`src/rtl/mvm_pkg.sv`:
```
// mvm_pkg: parameters and types shared by the UART matrix-vector system.
//   R, C, W_K, W_X    : matrix/vector geometry and element widths
//   BITS_PER_WORD     : data bits per UART frame
//   CLOCKS_PER_PULSE  : clk cycles per UART bit (50 MHz / 921600)
//   W_BUS_KX          : packed K/X operand bus width
//   N_WORDS_KX        : UART bytes per operand packet
//   rx_state_e        : UART receiver FSM states
package mvm_pkg;

   localparam int R                = 2;
   localparam int C                = 2;
   localparam int W_K              = 4;
   localparam int W_X              = 4;
   localparam int BITS_PER_WORD    = 8;
   localparam int CLOCKS_PER_PULSE = 54;

   localparam int W_BUS_KX   = R*C*W_K + C*W_X;
   localparam int N_WORDS_KX = W_BUS_KX / BITS_PER_WORD;

   typedef enum logic [1:0] {
      IDLE,
      START,
      DATA,
      STOP
   } rx_state_e;

endpackage

```
`src/rtl/uart_rx_packer_if.sv`:
```
// uart_rx_packer_if: valid/ready packet bus from the UART packer to the MVM core.
//   m_data  : packed packet, first received byte in the LSB byte
//   m_valid : m_data holds a complete packet
//   m_ready : consumer accepts on a cycle where m_valid && m_ready
// master = packer side, slave = consumer side.
interface uart_rx_packer_if #(
   parameter int W_BUS = mvm_pkg::W_BUS_KX
);

   logic [W_BUS-1:0] m_data;
   logic             m_valid;
   logic             m_ready;

   modport master (output m_data, output m_valid, input m_ready);
   modport slave  (input m_data, input m_valid, output m_ready);

endinterface

```
`src/rtl/uart_rx_byte.sv`:
```
// uart_rx_byte: 8N1 UART byte receiver.
//   clk, rst   : system clock, synchronous active-high reset
//   rx         : asynchronous serial input, idles high
//   rx_byte    : last shifted-in byte, LSB received first
//   byte_valid : single-cycle strobe in the cycle a good stop bit is sampled
//   frame_err  : single-cycle pulse, the cycle after a stop bit is sampled low
module uart_rx_byte #(
   parameter int CLOCKS_PER_PULSE = mvm_pkg::CLOCKS_PER_PULSE,
   parameter int BITS_PER_WORD    = mvm_pkg::BITS_PER_WORD
) (
   input  logic                     clk,
   input  logic                     rst,
   input  logic                     rx,
   output logic [BITS_PER_WORD-1:0] rx_byte,
   output logic                     byte_valid,
   output logic                     frame_err
);
   import mvm_pkg::*;

   localparam int CW = $clog2(CLOCKS_PER_PULSE);
   localparam int BW = $clog2(BITS_PER_WORD);

   localparam logic [CW-1:0] HALF_LOAD = CW'(CLOCKS_PER_PULSE/2 - 1);
   localparam logic [CW-1:0] FULL_LOAD = CW'(CLOCKS_PER_PULSE - 1);
   localparam logic [BW-1:0] LAST_BIT  = BW'(BITS_PER_WORD - 1);

   logic [1:0]               sync_q;
   logic                     rx_s;
   rx_state_e                state_q;
   logic [CW-1:0]            cnt_q;
   logic [BW-1:0]            bit_q;
   logic [BITS_PER_WORD-1:0] shift_q;
   logic                     frame_err_q;

   assign rx_s = sync_q[1];

   // NOTE: sequential state is written with <= so every flop samples the pre-edge values.
   always_ff @(posedge clk) begin
      if (rst) begin
         sync_q      <= 2'b11;
         state_q     <= IDLE;
         cnt_q       <= '0;
         bit_q       <= '0;
         shift_q     <= '0;
         frame_err_q <= 1'b0;
      end else begin
         sync_q      <= {sync_q[0], rx};
         frame_err_q <= 1'b0;
         case (state_q)
            IDLE: begin
               if (!rx_s) begin
                  state_q <= START;
                  cnt_q   <= HALF_LOAD;
               end
            end
            START: begin
               if (cnt_q != '0) begin
                  cnt_q <= cnt_q - 1'b1;
               end else if (!rx_s) begin
                  state_q <= DATA;
                  cnt_q   <= FULL_LOAD;
                  bit_q   <= '0;
               end else begin
                  // Line went back high before mid start bit: glitch, not a frame.
                  state_q <= IDLE;
               end
            end
            DATA: begin
               if (cnt_q != '0) begin
                  cnt_q <= cnt_q - 1'b1;
               end else begin
                  shift_q <= {rx_s, shift_q[BITS_PER_WORD-1:1]};
                  cnt_q   <= FULL_LOAD;
                  bit_q   <= bit_q + 1'b1;
                  if (bit_q == LAST_BIT) state_q <= STOP;
               end
            end
            STOP: begin
               if (cnt_q != '0) begin
                  cnt_q <= cnt_q - 1'b1;
               end else begin
                  // Back to IDLE at mid stop bit so an early next start edge is not missed.
                  frame_err_q <= ~rx_s;
                  state_q     <= IDLE;
               end
            end
            default: state_q <= IDLE;
         endcase
      end
   end

   // Strobe is decoded from state so the packer can load its output on the very next edge.
   assign byte_valid = (state_q == STOP) && (cnt_q == '0) && rx_s;
   assign rx_byte    = shift_q;
   assign frame_err  = frame_err_q;

endmodule

```
`src/rtl/uart_rx_packer.sv`:
```
// uart_rx_packer: packs N_WORDS consecutive UART bytes into one W_BUS-bit
// operand packet and offers it downstream over a valid/ready handshake.
//   clk, rst  : system clock, synchronous active-high reset
//   rx        : asynchronous serial input, idles high
//   m         : packet bus (m_data / m_valid out, m_ready in)
//   frame_err : one-cycle pulse when a stop bit is sampled low
//   overflow  : one-cycle pulse when a completed packet is dropped because
//               the output register still holds an unaccepted packet
module uart_rx_packer #(
   parameter int CLOCKS_PER_PULSE = mvm_pkg::CLOCKS_PER_PULSE,
   parameter int BITS_PER_WORD    = mvm_pkg::BITS_PER_WORD,
   parameter int W_BUS            = mvm_pkg::W_BUS_KX
) (
   input  logic                    clk,
   input  logic                    rst,
   input  logic                    rx,
   uart_rx_packer_if.master        m,
   output logic                    frame_err,
   output logic                    overflow
);
   import mvm_pkg::*;

   localparam int N_WORDS = W_BUS / BITS_PER_WORD;
   localparam int IW      = $clog2(N_WORDS);
   localparam logic [IW-1:0] LAST_IDX = IW'(N_WORDS - 1);

   logic [BITS_PER_WORD-1:0] rx_byte;
   logic                     byte_valid;

   logic [IW-1:0]    word_idx_q, word_idx_d;
   logic [W_BUS-1:0] pack_q, pack_d;
   logic [W_BUS-1:0] m_data_q, m_data_d;
   logic             m_valid_q, m_valid_d;
   logic             overflow_q, overflow_d;
   logic [W_BUS-1:0] packet;

   uart_rx_byte #(
      .CLOCKS_PER_PULSE (CLOCKS_PER_PULSE),
      .BITS_PER_WORD    (BITS_PER_WORD)
   ) u_rx_byte (
      .clk        (clk),
      .rst        (rst),
      .rx         (rx),
      .rx_byte    (rx_byte),
      .byte_valid (byte_valid),
      .frame_err  (frame_err)
   );

   // NOTE: every _d gets a default before any branch, so no path can infer a latch.
   always_comb begin
      word_idx_d = word_idx_q;
      pack_d     = pack_q;
      m_data_d   = m_data_q;
      m_valid_d  = m_valid_q & ~m.m_ready;
      overflow_d = 1'b0;
      packet     = pack_q;

      if (byte_valid) begin
         packet[word_idx_q*BITS_PER_WORD +: BITS_PER_WORD] = rx_byte;
         pack_d = packet;
         if (word_idx_q == LAST_IDX) begin
            word_idx_d = '0;
            // Output register is free if empty or being accepted this very cycle.
            if (!m_valid_q || m.m_ready) begin
               m_data_d  = packet;
               m_valid_d = 1'b1;
            end else begin
               overflow_d = 1'b1;
            end
         end else begin
            word_idx_d = word_idx_q + 1'b1;
         end
      end
   end

   always_ff @(posedge clk) begin
      if (rst) begin
         word_idx_q <= '0;
         m_data_q   <= '0;
         m_valid_q  <= 1'b0;
         overflow_q <= 1'b0;
      end else begin
         word_idx_q <= word_idx_d;
         m_data_q   <= m_data_d;
         m_valid_q  <= m_valid_d;
         overflow_q <= overflow_d;
      end
   end

   // NOTE: the pack register has no reset; word_idx restarts at slot 0, so every
   // slot is rewritten before its contents can ever reach m_data.
   always_ff @(posedge clk) begin
      pack_q <= pack_d;
   end

   assign m.m_data  = m_data_q;
   assign m.m_valid = m_valid_q;
   assign overflow  = overflow_q;

endmodule

```
`src/flat_wrapper.sv`:
```
// flat-port wrapper written by rule: the top's interface ports become plain ports
module uart_rx_packer_flat import mvm_pkg::*;
#(
   parameter int CLOCKS_PER_PULSE = mvm_pkg::CLOCKS_PER_PULSE,
   parameter int BITS_PER_WORD    = mvm_pkg::BITS_PER_WORD,
   parameter int W_BUS            = mvm_pkg::W_BUS_KX
)
  (clk, rst, rx, frame_err, overflow, m_m_data, m_m_valid, m_m_ready);
  uart_rx_packer_if #(.W_BUS(W_BUS)) m_i ();
  input  logic clk;
  input  logic rst;
  input  logic rx;
  output logic frame_err;
  output logic overflow;
  output wire logic [$bits(m_i.m_data)-1:0] m_m_data;
  output wire logic [$bits(m_i.m_valid)-1:0] m_m_valid;
  input wire logic [$bits(m_i.m_ready)-1:0] m_m_ready;
  assign m_m_data = m_i.m_data;
  assign m_m_valid = m_i.m_valid;
  assign m_i.m_ready = m_m_ready;
  uart_rx_packer #(.CLOCKS_PER_PULSE(CLOCKS_PER_PULSE), .BITS_PER_WORD(BITS_PER_WORD), .W_BUS(W_BUS)) u_core (.clk(clk), .rst(rst), .rx(rx), .m(m_i), .frame_err(frame_err), .overflow(overflow));
endmodule
```
`config.mk`:
```
export PLATFORM = sky130hd
export DESIGN_NAME = uart_rx_packer_flat
export DESIGN_NICKNAME = d
export VERILOG_FILES = /design/src/rtl/mvm_pkg.sv /design/src/rtl/uart_rx_packer_if.sv /design/src/rtl/uart_rx_byte.sv /design/src/rtl/uart_rx_packer.sv /design/src/flat_wrapper.sv
export SDC_FILE = /design/constraint.sdc
export NUM_CORES = 1
export LEC_CHECK = 0
export ABC_CLOCK_PERIOD_IN_PS = 3750
export CAP_MARGIN = 0
export CORE_MARGIN = 3
export CORE_UTILIZATION = 55
export DETAILED_ROUTE_END_ITERATION = 12
export HOLD_SLACK_MARGIN = 0.1
export PLACE_DENSITY = 0.77
export SLEW_MARGIN = 20
export SYNTH_ARGS = -nofsm -noshare
export SYNTH_HDL_FRONTEND = slang
export SYNTH_SLANG_ARGS = --single-unit
```
`constraint.sdc`:
```
create_clock -name clk -period 3.75 [get_ports clk]
set_input_delay 0.9375 -clock clk [delete_from_list [all_inputs] [get_ports clk]]
set_output_delay 0.9375 -clock clk [all_outputs]
set_load 0.005 [all_outputs]
```
# [Yosys cells after proc, flatten, opt, wreduce, memory -nomap -nowiden]
# Cells that the tools add are included.
[word_totals] mem_count=0 regBits=74 mem_bits_rw=0 out_inout_bits=27 inputBits=4 latchBits=0 mem_bits_ro=0
[op_classes] n_mux=23 magnitude_cmp=0 bitwise_logic=7 n_eq_ne=13 n_reduce_logical=15 n_addsub=4 shift=2 n_mul=0 n_div=0
[op_table] cell="5-bit negator with 34-bit output" n=1
[op_table] cell="8-bit by 34-bit variable shift with 24-bit output, first input constant" n=1
[op_table] cell="8-bit by 34-bit indexed part select with 24-bit output" n=1
[op_table] cell="6-bit 2-to-1 mux" n=5
[op_table] cell="24-bit bitwise mux" n=1
[op_table] cell="6-bit one-hot mux with 4 select lines" n=1
[op_table] cell="2-bit 2-to-1 mux" n=7
[op_table] cell="2-bit inequality test, second input constant" n=7
[op_table] cell="3-bit 2-to-1 mux" n=3
[op_table] cell="2-bit one-hot mux with 4 select lines" n=1
[op_table] cell="2-bit == test, second input constant" n=3
[op_table] cell="6-bit logical NOT" n=1
[op_table] cell="1-bit NOT" n=6
[op_table] cell="3-bit one-hot mux with 2 select lines" n=1
[op_table] cell="3-bit AND reduction" n=2
[op_table] cell="6-bit nonzero test" n=1
[op_table] cell="3-bit OR reduction" n=2
[op_table] cell="6-bit by 1-bit subtractor with 6-bit output, second input constant" n=1
[op_table] cell="5-bit AND reduction" n=1
[op_table] cell="1-bit 2-to-1 mux" n=4
[op_table] cell="4-bit AND reduction" n=1
[op_table] cell="3-bit by 1-bit adder with 3-bit output, second input constant" n=1
[op_table] cell="3-bit == test, second input constant" n=1
[op_table] cell="3-bit inequality test, second input constant" n=1
[op_table] cell="9 further kinds" n=10

# [Depth between registers and ports, before layout]
# Gate-level depths: netlist of run 1.
[logic_depth] word_depth=5 mapped_depth=8

# [Cells and area by module]
# A second synthesis of run 1 with hierarchy kept.
[unflattened] hier_cells=315 area_unflattened_um2=3248.1
[modules_own_cells] module="uart_rx_packer" area_each_um2=2097.0 instances=1 seq_area_each_um2=1041.0 cells_each=186
[modules_own_cells] module="uart_rx_byte" area_each_um2=1151.1 instances=1 seq_area_each_um2=440.4 cells_each=129

# [Worst setup path before layout of run 1]
# OpenSTA, ideal clock, no wires.
[synth_path] path_kind="flip-flop to flip-flop" startpoint="reg u_core.u_rx_byte.cnt_q[0]" endpoint="reg u_core.word_idx_q[0]" path_stages_with_launch=7 setup_slack_ns=1.073 required_ns=3.622 n_path_buf=0 arrival_ns=2.549 path_cell_list="dfxtp_1 -> inv_1 -> ha_1 -> or4b_4 -> nor3_2 -> mux2i_1 -> nor2_1"
[synth_between] elab_chain_cells=3
[synth_lines] element="from (decl)" line="uart_rx_byte.sv:30" source="logic [CW-1:0] cnt_q;"
[synth_lines] element="from (signal assigned)" line="uart_rx_byte.sv:58" source="cnt_q <= cnt_q - 1'b1;"
[synth_lines] element="from (signal assigned)" line="uart_rx_byte.sv:70" source="cnt_q <= cnt_q - 1'b1;"
[synth_lines] element="from (signal assigned)" line="uart_rx_byte.sv:80" source="cnt_q <= cnt_q - 1'b1;"
[synth_lines] element="6-bit logical NOT" line="uart_rx_byte.sv:93" source="assign byte_valid = (state_q == STOP) && (cnt_q == '0) && rx_s;"
[synth_lines] element="1-bit logical AND (2 in series)" line="uart_rx_byte.sv:93"
[synth_lines] element="named net u_core.byte_valid" line="uart_rx_packer.sv:28" source="logic byte_valid;"
[synth_lines] element="to (signal assigned)" line="uart_rx_packer.sv:83" source="word_idx_q <= word_idx_d;"
[synth_lines] element="to (decl)" line="uart_rx_packer.sv:30" source="logic [IW-1:0] word_idx_q, word_idx_d;"
# The timed path passes the listed nets, and every way through them passes these cells.
# A chain may end at the register's enable or synchronous reset.

# [Final worst setup path of run 1]
[layout_path] startpoint="reg u_core.u_rx_byte.cnt_q[0]" endpoint="reg u_core.m_data_q[11] (netlist: u_core.m.m_data[11])"
[layout_between] elab_chain_cells=4
[layout_lines] element="6-bit logical NOT" line="uart_rx_byte.sv:93"
[layout_lines] element="1-bit logical AND (2 in series)" line="uart_rx_byte.sv:93"
[layout_lines] element="3-bit AND reduction (no source line)"
[layout_lines] element="to (signal assigned)" line="uart_rx_packer.sv:84" source="m_data_q <= m_data_d;"
[layout_lines] element="to (decl)" line="uart_rx_packer.sv:32" source="logic [W_BUS-1:0] m_data_q, m_data_d;"
# No other way between the ends.

==> flow_summary_export.csv, run 1 <==
group,metric,value,unit
run_status,status,"completed",
critical_path,r2r-start,"u_core.u_rx_byte.cnt_q[0]",
detailed_routing,wl,6582,µm
cells_and_area,final_cell_mix,"nor2_1 (65), dfxtp_1 (50), nor3_1 (30), clkdlybuf4s50_1 (30)",
critical_path,critPathKind,"reg2reg",
clock_tree,cts-root-buf,"clkbuf_8",
critical_path,cp_max_fo,24,
cells_and_area,layout-drive-gt1-share,0.09064,
floorplanning,start_util,0.5733,
hold_path,hp-class,"reg2reg",
critical_path,start_kind,"flip-flop",
cells_and_area,final_cell_area,3745,µm²
yosys,synth-xor-area-share,0,
clock_tree,cts-buffers-inserted,9,
cells_and_area,nFillCells,440,
yosys,synth_seq_cells,74,
grt,antenna_found_initial,0,
floorplanning,rows,27,
sta,fin_crit,2485,ps
job,cap_viol_max_count,0,
yosys,synth_top_cell_by_area,"dfxtp_1",
detailed_routing,num_vias,2374,
yosys,synth_fp_nets,326,
place,dp_hpwl,4267,µm
detailed_routing,vias_per_cell,5.734,
critical_path,crit_path_start,"u_core.u_rx_byte.cnt_q[0]",
yosys,muxShareOfSynthArea,0.03132,
place,dp_slack,993.6,ps
sta,fin_skew,7.217,ps
detailed_routing,route.detailed.drc,0,
clock_tree,cts_hold_buf,0,
place,port_buffers,30,
power_and_ir_drop,ir_worst_vdd,267.6,µV
yosys,synth_warnings,0,
critical_path,worst-r2r-setup-slack,1270,ps
sta,final.setup.worst_slack,1265,ps
clock_tree,cts.path.max_buffers,2,
clock_tree,cts.sinks,74,
yosys,async_reset_ff_frac,0,
clock_tree,post_cts_buffers,0,
yosys,synth.yosys.seq_area_share,0.5388,
cells_and_area,num_antenna_cells,0,
sta,tns,0,ps
cells_and_area,nNetsFinal,355,
detailed_routing,postRouteAntennaNets,0,
floorplanning,io_pins,31,
sta,slew_violations,0,
detailed_routing,drt_iter0_drc,127,
clock_tree,cts_tree,"yes",
place,gp_congestion,0.8207,
sta,maxClockFrequency,402.4,MHz
place,post_dp_cell_area,3546,µm²
hold_path,hold_path.startpoint,"u_core.u_rx_byte.sync_q[0]",
sta,slew_headroom,0.3896,
yosys,synth_compound_area_frac,0.1359,
sta,rsz0062_at_grt,"no",
sta,post-route-period-util,0.6626,
yosys,syn_inst,308,
grt,overflow,0,
power_and_ir_drop,power_leakage,1.381,nW
yosys,synth-edff-count,24,
floorplanning,die_y,82.23,µm
sta,hold_viol_final,0,
yosys,synthSimpleGateAreaFrac,0.2013,
critical_path,cp-end-kind,"flip-flop",
detailed_routing,firstDrtPassIters,4,
grt,grt_pass1_wl,10850,µm
yosys,yosys.area.top_type_share,0.3132,
grt,grt_max_degree,36,
yosys,synth_area,3196,µm²
grt,grtUsageTotal,0.2154,
cells_and_area,instances_no_fill,414,
grt,grt_pass1_vias,2271,
sta,finalSetupViolCount,0,
sta,worstMarginPinSlew,915.5,ps
place,dp.cells,398,
yosys,synth.distinct_cells,41,
cells_and_area,layout_commonest_cell,"nor2_1",
detailed_routing,wire_per_inst,15.90,µm
yosys,yosys-top-cells-area,"dfxtp_1 (31%), edfxtp_1 (23%), nor2_1 (7.6%)",
floorplanning,die-area,6761,µm²
clock_tree,clk_latency,360,ps
critical_path,cp.required,4040,ps
yosys,synth_top_family_by_area,"simple AND/OR/NAND/NOR gates",
floorplanning,coreArea,5574,µm²
critical_path,cp.arrival,2770,ps
power_and_ir_drop,powerDensity,440.0,nW/µm²
yosys,ys.flop_type,"dfxtp_1",
cells_and_area,syn2layout_area_growth,17.19,%
yosys,synth_adder_area_share,0.05482,
clock_tree,cts_resized,0,
clock_tree,htreeDepth,3,
floorplanning,die_w,82.23,µm
yosys,avgSynthCellArea,10.38,µm²
clock_tree,clk_pin_slew,80,ps
## worst max-delay path, stage by stage, from the launching register on
cell and delay (ps):
dfxtp_1 340, inv_1 80, ha_1 260, nor4b_4 520
and4_1 910, nor2_1 120, nor3_1 180
## per-stage QoR
step           hold WS (ps)  utilization  total power [mW]
3_5_place_dp          397.4       0.6361             1.054
4_1_cts               416.3       0.6707             1.659
3_3_place_gp          395.8       0.6361             1.047
6_report              416.9       0.6718             1.648
5_1_grt               440.2       0.6718             1.713
2_1_floorplan         389.5            -             1.017
## per-layer routing
| layer | routed length (µm) | GRT usage | up-vias |
|---|---|---|---|
| met3 | 264 | 0.05640 | 10 |
| met5 | 0 | 0 | - |
| li1 | - | - | 1162 |
| met2 | 3101 | 0.3301 | 48 |
| met4 | 129 | 0.1113 | 0 |
| met1 | 3086 | 0.2791 | 1154 |
## power breakdown
| part | switching [mW] | internal [mW] |
|---|---|---|
| Sequential | 0.0183 | 0.834 |
| Clock | 0.304 | 0.305 |
| Combinational | 0.115 | 0.0717 |
## cell families after synthesis
kind of cell	after synthesis
flip-flops	74
AND/OR/NAND/NOR	128
AO/OA/AOI/OAI	55
adder cells (fa/ha/maj)	14
buffers and inverters	27
multiplexers	10
## synthesized netlist by cell type, types with 2 or more instances
cell type  number
a211oi_1        4
a211oi_2        2
a21oi_1        11
a22o_1         24
a31o_2          2
a31oi_1         2
and3_1          2
buf_4           3
clkbuf_1       12
dfxtp_1        50
edfxtp_1       24
ha_1           14
inv_1          10
mux2i_1        10
nand2_1         4
nand2b_1        8
nand3_1         2
nor2_1         65
nor3_1         30
nor4bb_1        2
o21ai_1         2
o21bai_1        2
or2_2           2
or4_1           4
## final timing paths
check                                             endpoint  cells after the start
worst min-delay path            u_core.u_rx_byte.sync_q[1]                      1
worst min register to register  u_core.u_rx_byte.sync_q[1]                      1
worst max-delay path                   u_core.m.m_data[11]                      6
worst max register to register         u_core.m.m_data[11]                      6
## state kept, by name, indices dropped and copies added (netlist names), 2 cells and up, named ones only
signal / cells
u_core.pack_q: 24
u_core.u_rx_byte.bit_q: 3
u_core.m.m_data: 24
u_core.u_rx_byte.rx_byte: 8
u_core.u_rx_byte.sync_q: 2
u_core.word_idx_q: 2
u_core.u_rx_byte.cnt_q: 6
## layout make-up
cell class                      instances  area (µm²)  area share
Inverter                               10       37.54     0.01002
Multi-Input combinational cell        207        1365      0.3645
Sequential cell                        74        1722      0.4597
Tap cell                               72       90.09     0.02406
Clock buffer                            9       123.9     0.03308
Timing Repair Buffer                   35       337.8     0.09021
Clock inverter                          7       68.82     0.01838
(Power assumes the default switching activity.)
==> run 2: changes to the inputs <==
ABC_CLOCK_PERIOD_IN_PS = 2400   (was 3750)
clock period = 2.4 ns   (was 3.75 ns; I/O delays follow)
==> run 2 against run 1 <==
Combinational power increased by 55%. Global-route usage is 0.87 points lower. Worst hold slack got worse by 3.0 ps. Utilization is 0.22 points higher. Routed wire length decreased by 2.4%. Non-clock buffer count rose by 1. Clock-buffer cell count increased by 1. Sequential share of layout area fell by 0.15 points. Highest routed layer unchanged. Cell count grew 0.24%. Die area unchanged. Flip-flop and latch count is the same. Critical path depth up 1.
==> flow_summary_export.csv, run 2 (same netlist as run 1, synthesis figures left out) <==
group,metric,value,unit
run_status,status,"completed",
grt,grt_max_degree,51,
power_and_ir_drop,power_frac_seq,0.535,
critical_path,critPathKind,"reg2reg",
power_and_ir_drop,p_comb_frac,0.116,
power_and_ir_drop,power_leakage,1.393,nW
cells_and_area,nFillCells,468,
hold_path,hold_depth,1,
sta,fin_skew,6.879,ps
sta,slew_headroom,0.6053,
sta,post-route-period-util,0.8877,
clock_tree,clk_pin_slew,80,ps
power_and_ir_drop,p_sw_frac,0.2685,
detailed_routing,postRouteAntennaNets,0,
grt,antenna_found_initial,0,
sta,worstMarginPinSlew,589.6,ps
critical_path,start_kind,"flip-flop",
place,port_buffers,30,
clock_tree,cts-buffers-inserted,9,
power_and_ir_drop,ir_worst_vdd,449.4,µV
clock_tree,post_cts_buffers,0,
sta,hold_viol_final,0,
place,gp_congestion,0.7801,
cells_and_area,layout-drive-gt1-share,0.09329,
hold_path,hp-class,"reg2reg",
clock_tree,clk_latency,350,ps
clock_tree,cts.sinks,74,
power_and_ir_drop,clockPowerShare,0.348,
detailed_routing,vias_per_cell,5.610,
sta,maxClockFrequency,469.4,MHz
floorplanning,io_pins,31,
sta,tns,0,ps
clock_tree,cts_hold_buf,0,
detailed_routing,firstDrtPassIters,4,
detailed_routing,num_vias,2328,
critical_path,reg2reg_depth,7,
floorplanning,die-area,6761,µm²
critical_path,cp_max_fo,24,
cells_and_area,final_cell_mix,"nor2_1 (65), dfxtp_1 (50), nor3_1 (30), clkdlybuf4s50_1 (30)",
cells_and_area,num_antenna_cells,0,
grt,grtUsageTotal,0.2067,
grt,grt_pass1_vias,2174,
power_and_ir_drop,finalPower,2.486,mW
clock_tree,htreeDepth,3,
power_and_ir_drop,internal-power,1.819,mW
grt,overflow,0,
floorplanning,die_w,82.23,µm
cells_and_area,syn2layout_area_growth,17.58,%
detailed_routing,route.detailed.drc,0,
sta,whs,413.8,ps
critical_path,cp.required,2650,ps
clock_tree,cts_tree,"yes",
floorplanning,start_util,0.5733,
detailed_routing,drt_iter0_drc,187,
detailed_routing,wl,6422,µm
floorplanning,die_y,82.23,µm
cells_and_area,multi_input_area,1359,µm²
critical_path,cp-end-kind,"flip-flop",
floorplanning,rows,27,
detailed_routing,wire_per_inst,15.47,µm
job,cap_viol_max_count,0,
sta,fin_crit,2130,ps
clock_tree,cts.path.max_buffers,2,
sta,rsz0062_at_grt,"no",
cells_and_area,regArea,1722,µm²
power_and_ir_drop,powerDensity,661.8,nW/µm²
clock_tree,cts_resized,0,
clock_tree,cts-root-buf,"clkbuf_8",
sta,slew_violations,0,
grt,grt_pass1_wl,10470,µm
power_and_ir_drop,power_switching,667.5,µW
detailed_routing,top_layer_used,"met4",
cells_and_area,nNetsFinal,356,
sta,finalSetupViolCount,0,
detailed_routing,wl_met1,3111,µm
critical_path,cp.arrival,2380,ps
detailed_routing,dr_wl_met3,201,µm
floorplanning,coreArea,5574,µm²
cells_and_area,layout_commonest_cell,"nor2_1",
place,dp_hpwl,4204,µm
detailed_routing,wl_met2,2995,µm
-- run 2: cell count changes in the layout (fill, tap and decap cells not counted), sizes merged --
cell	delta
clkinvlp	-1
buf	+1
clkinv	+1
clkbuf	+1
bufinv	-1
-- run 2: worst max-delay path: stages (launching register included) --
cell and delay, ps:
dfxtp_1 330, inv_1 90, ha_1 250, nor4b_4 540, and4_1 280, buf_4 260
nor2_1 70, nor3_1 210
-- run 2: worst paths after layout --
check / startpoint / to / slack [ps]
setup / recovery: u_core.u_rx_byte.cnt_q[1] / u_core.m.m_data[20] / 270
hold / removal: u_core.u_rx_byte.sync_q[0] / u_core.u_rx_byte.sync_q[1] / 410
setup reg to reg: u_core.u_rx_byte.cnt_q[1] / u_core.m.m_data[20] / 270
hold reg to reg: u_core.u_rx_byte.sync_q[0] / u_core.u_rx_byte.sync_q[1] / 410
-- run 2: final cells by class --
class	count	share of cell area
Clock inverter	6	0.01099
Clock buffer	10	0.03663
Sequential cell	74	0.4582
Timing Repair Buffer	36	0.09857
Multi-Input combinational cell	207	0.3616
Inverter	10	0.009990
Tap cell	72	0.02398
-- run 2: metrics by stage --
stage | setup WS (ps) | instance area, µm² | instances | utilization
after floorplan | 116.1 | 3202 | 308 | -
after global placement | 401.0 | 3578 | 399 | 0.6420
after detailed placement | 274.1 | 3578 | 399 | 0.6420
after CTS | 257.9 | 3757 | 415 | 0.6741
after global routing | 100.5 | 3757 | 415 | 0.6741
final | 269.5 | 3757 | 415 | 0.6741
-- run 2: per-layer routing --
layer	vias up	track usage
met3	10	0.05315
met5	-	0
met2	39	0.3109
met1	1107	0.2809
li1	1172	-
met4	0	0.08970
-- run 2: power groups by stage --
stage          Clock, mW  Sequential, mW  Combinational [mW]
4_1_cts            0.883            1.33               0.288
3_5_place_dp           0            1.36               0.287
3_3_place_gp           0            1.36               0.280
2_1_floorplan          0            1.35               0.241
6_report           0.866            1.33               0.290
5_1_grt            0.942            1.33               0.321
==> run 3: changes to the inputs <==
==> constraint.sdc (replaced) <==
create_clock -name clk -period 2.4 [get_ports clk]
set_input_delay 0.6 -clock clk [delete_from_list [all_inputs] [get_ports clk]]
set_output_delay 0.6 -clock clk [all_outputs]
set_load 0.02 [all_outputs]
==> results of run 3 <==
The final DEF is identical to that of run 2. Status: completed.
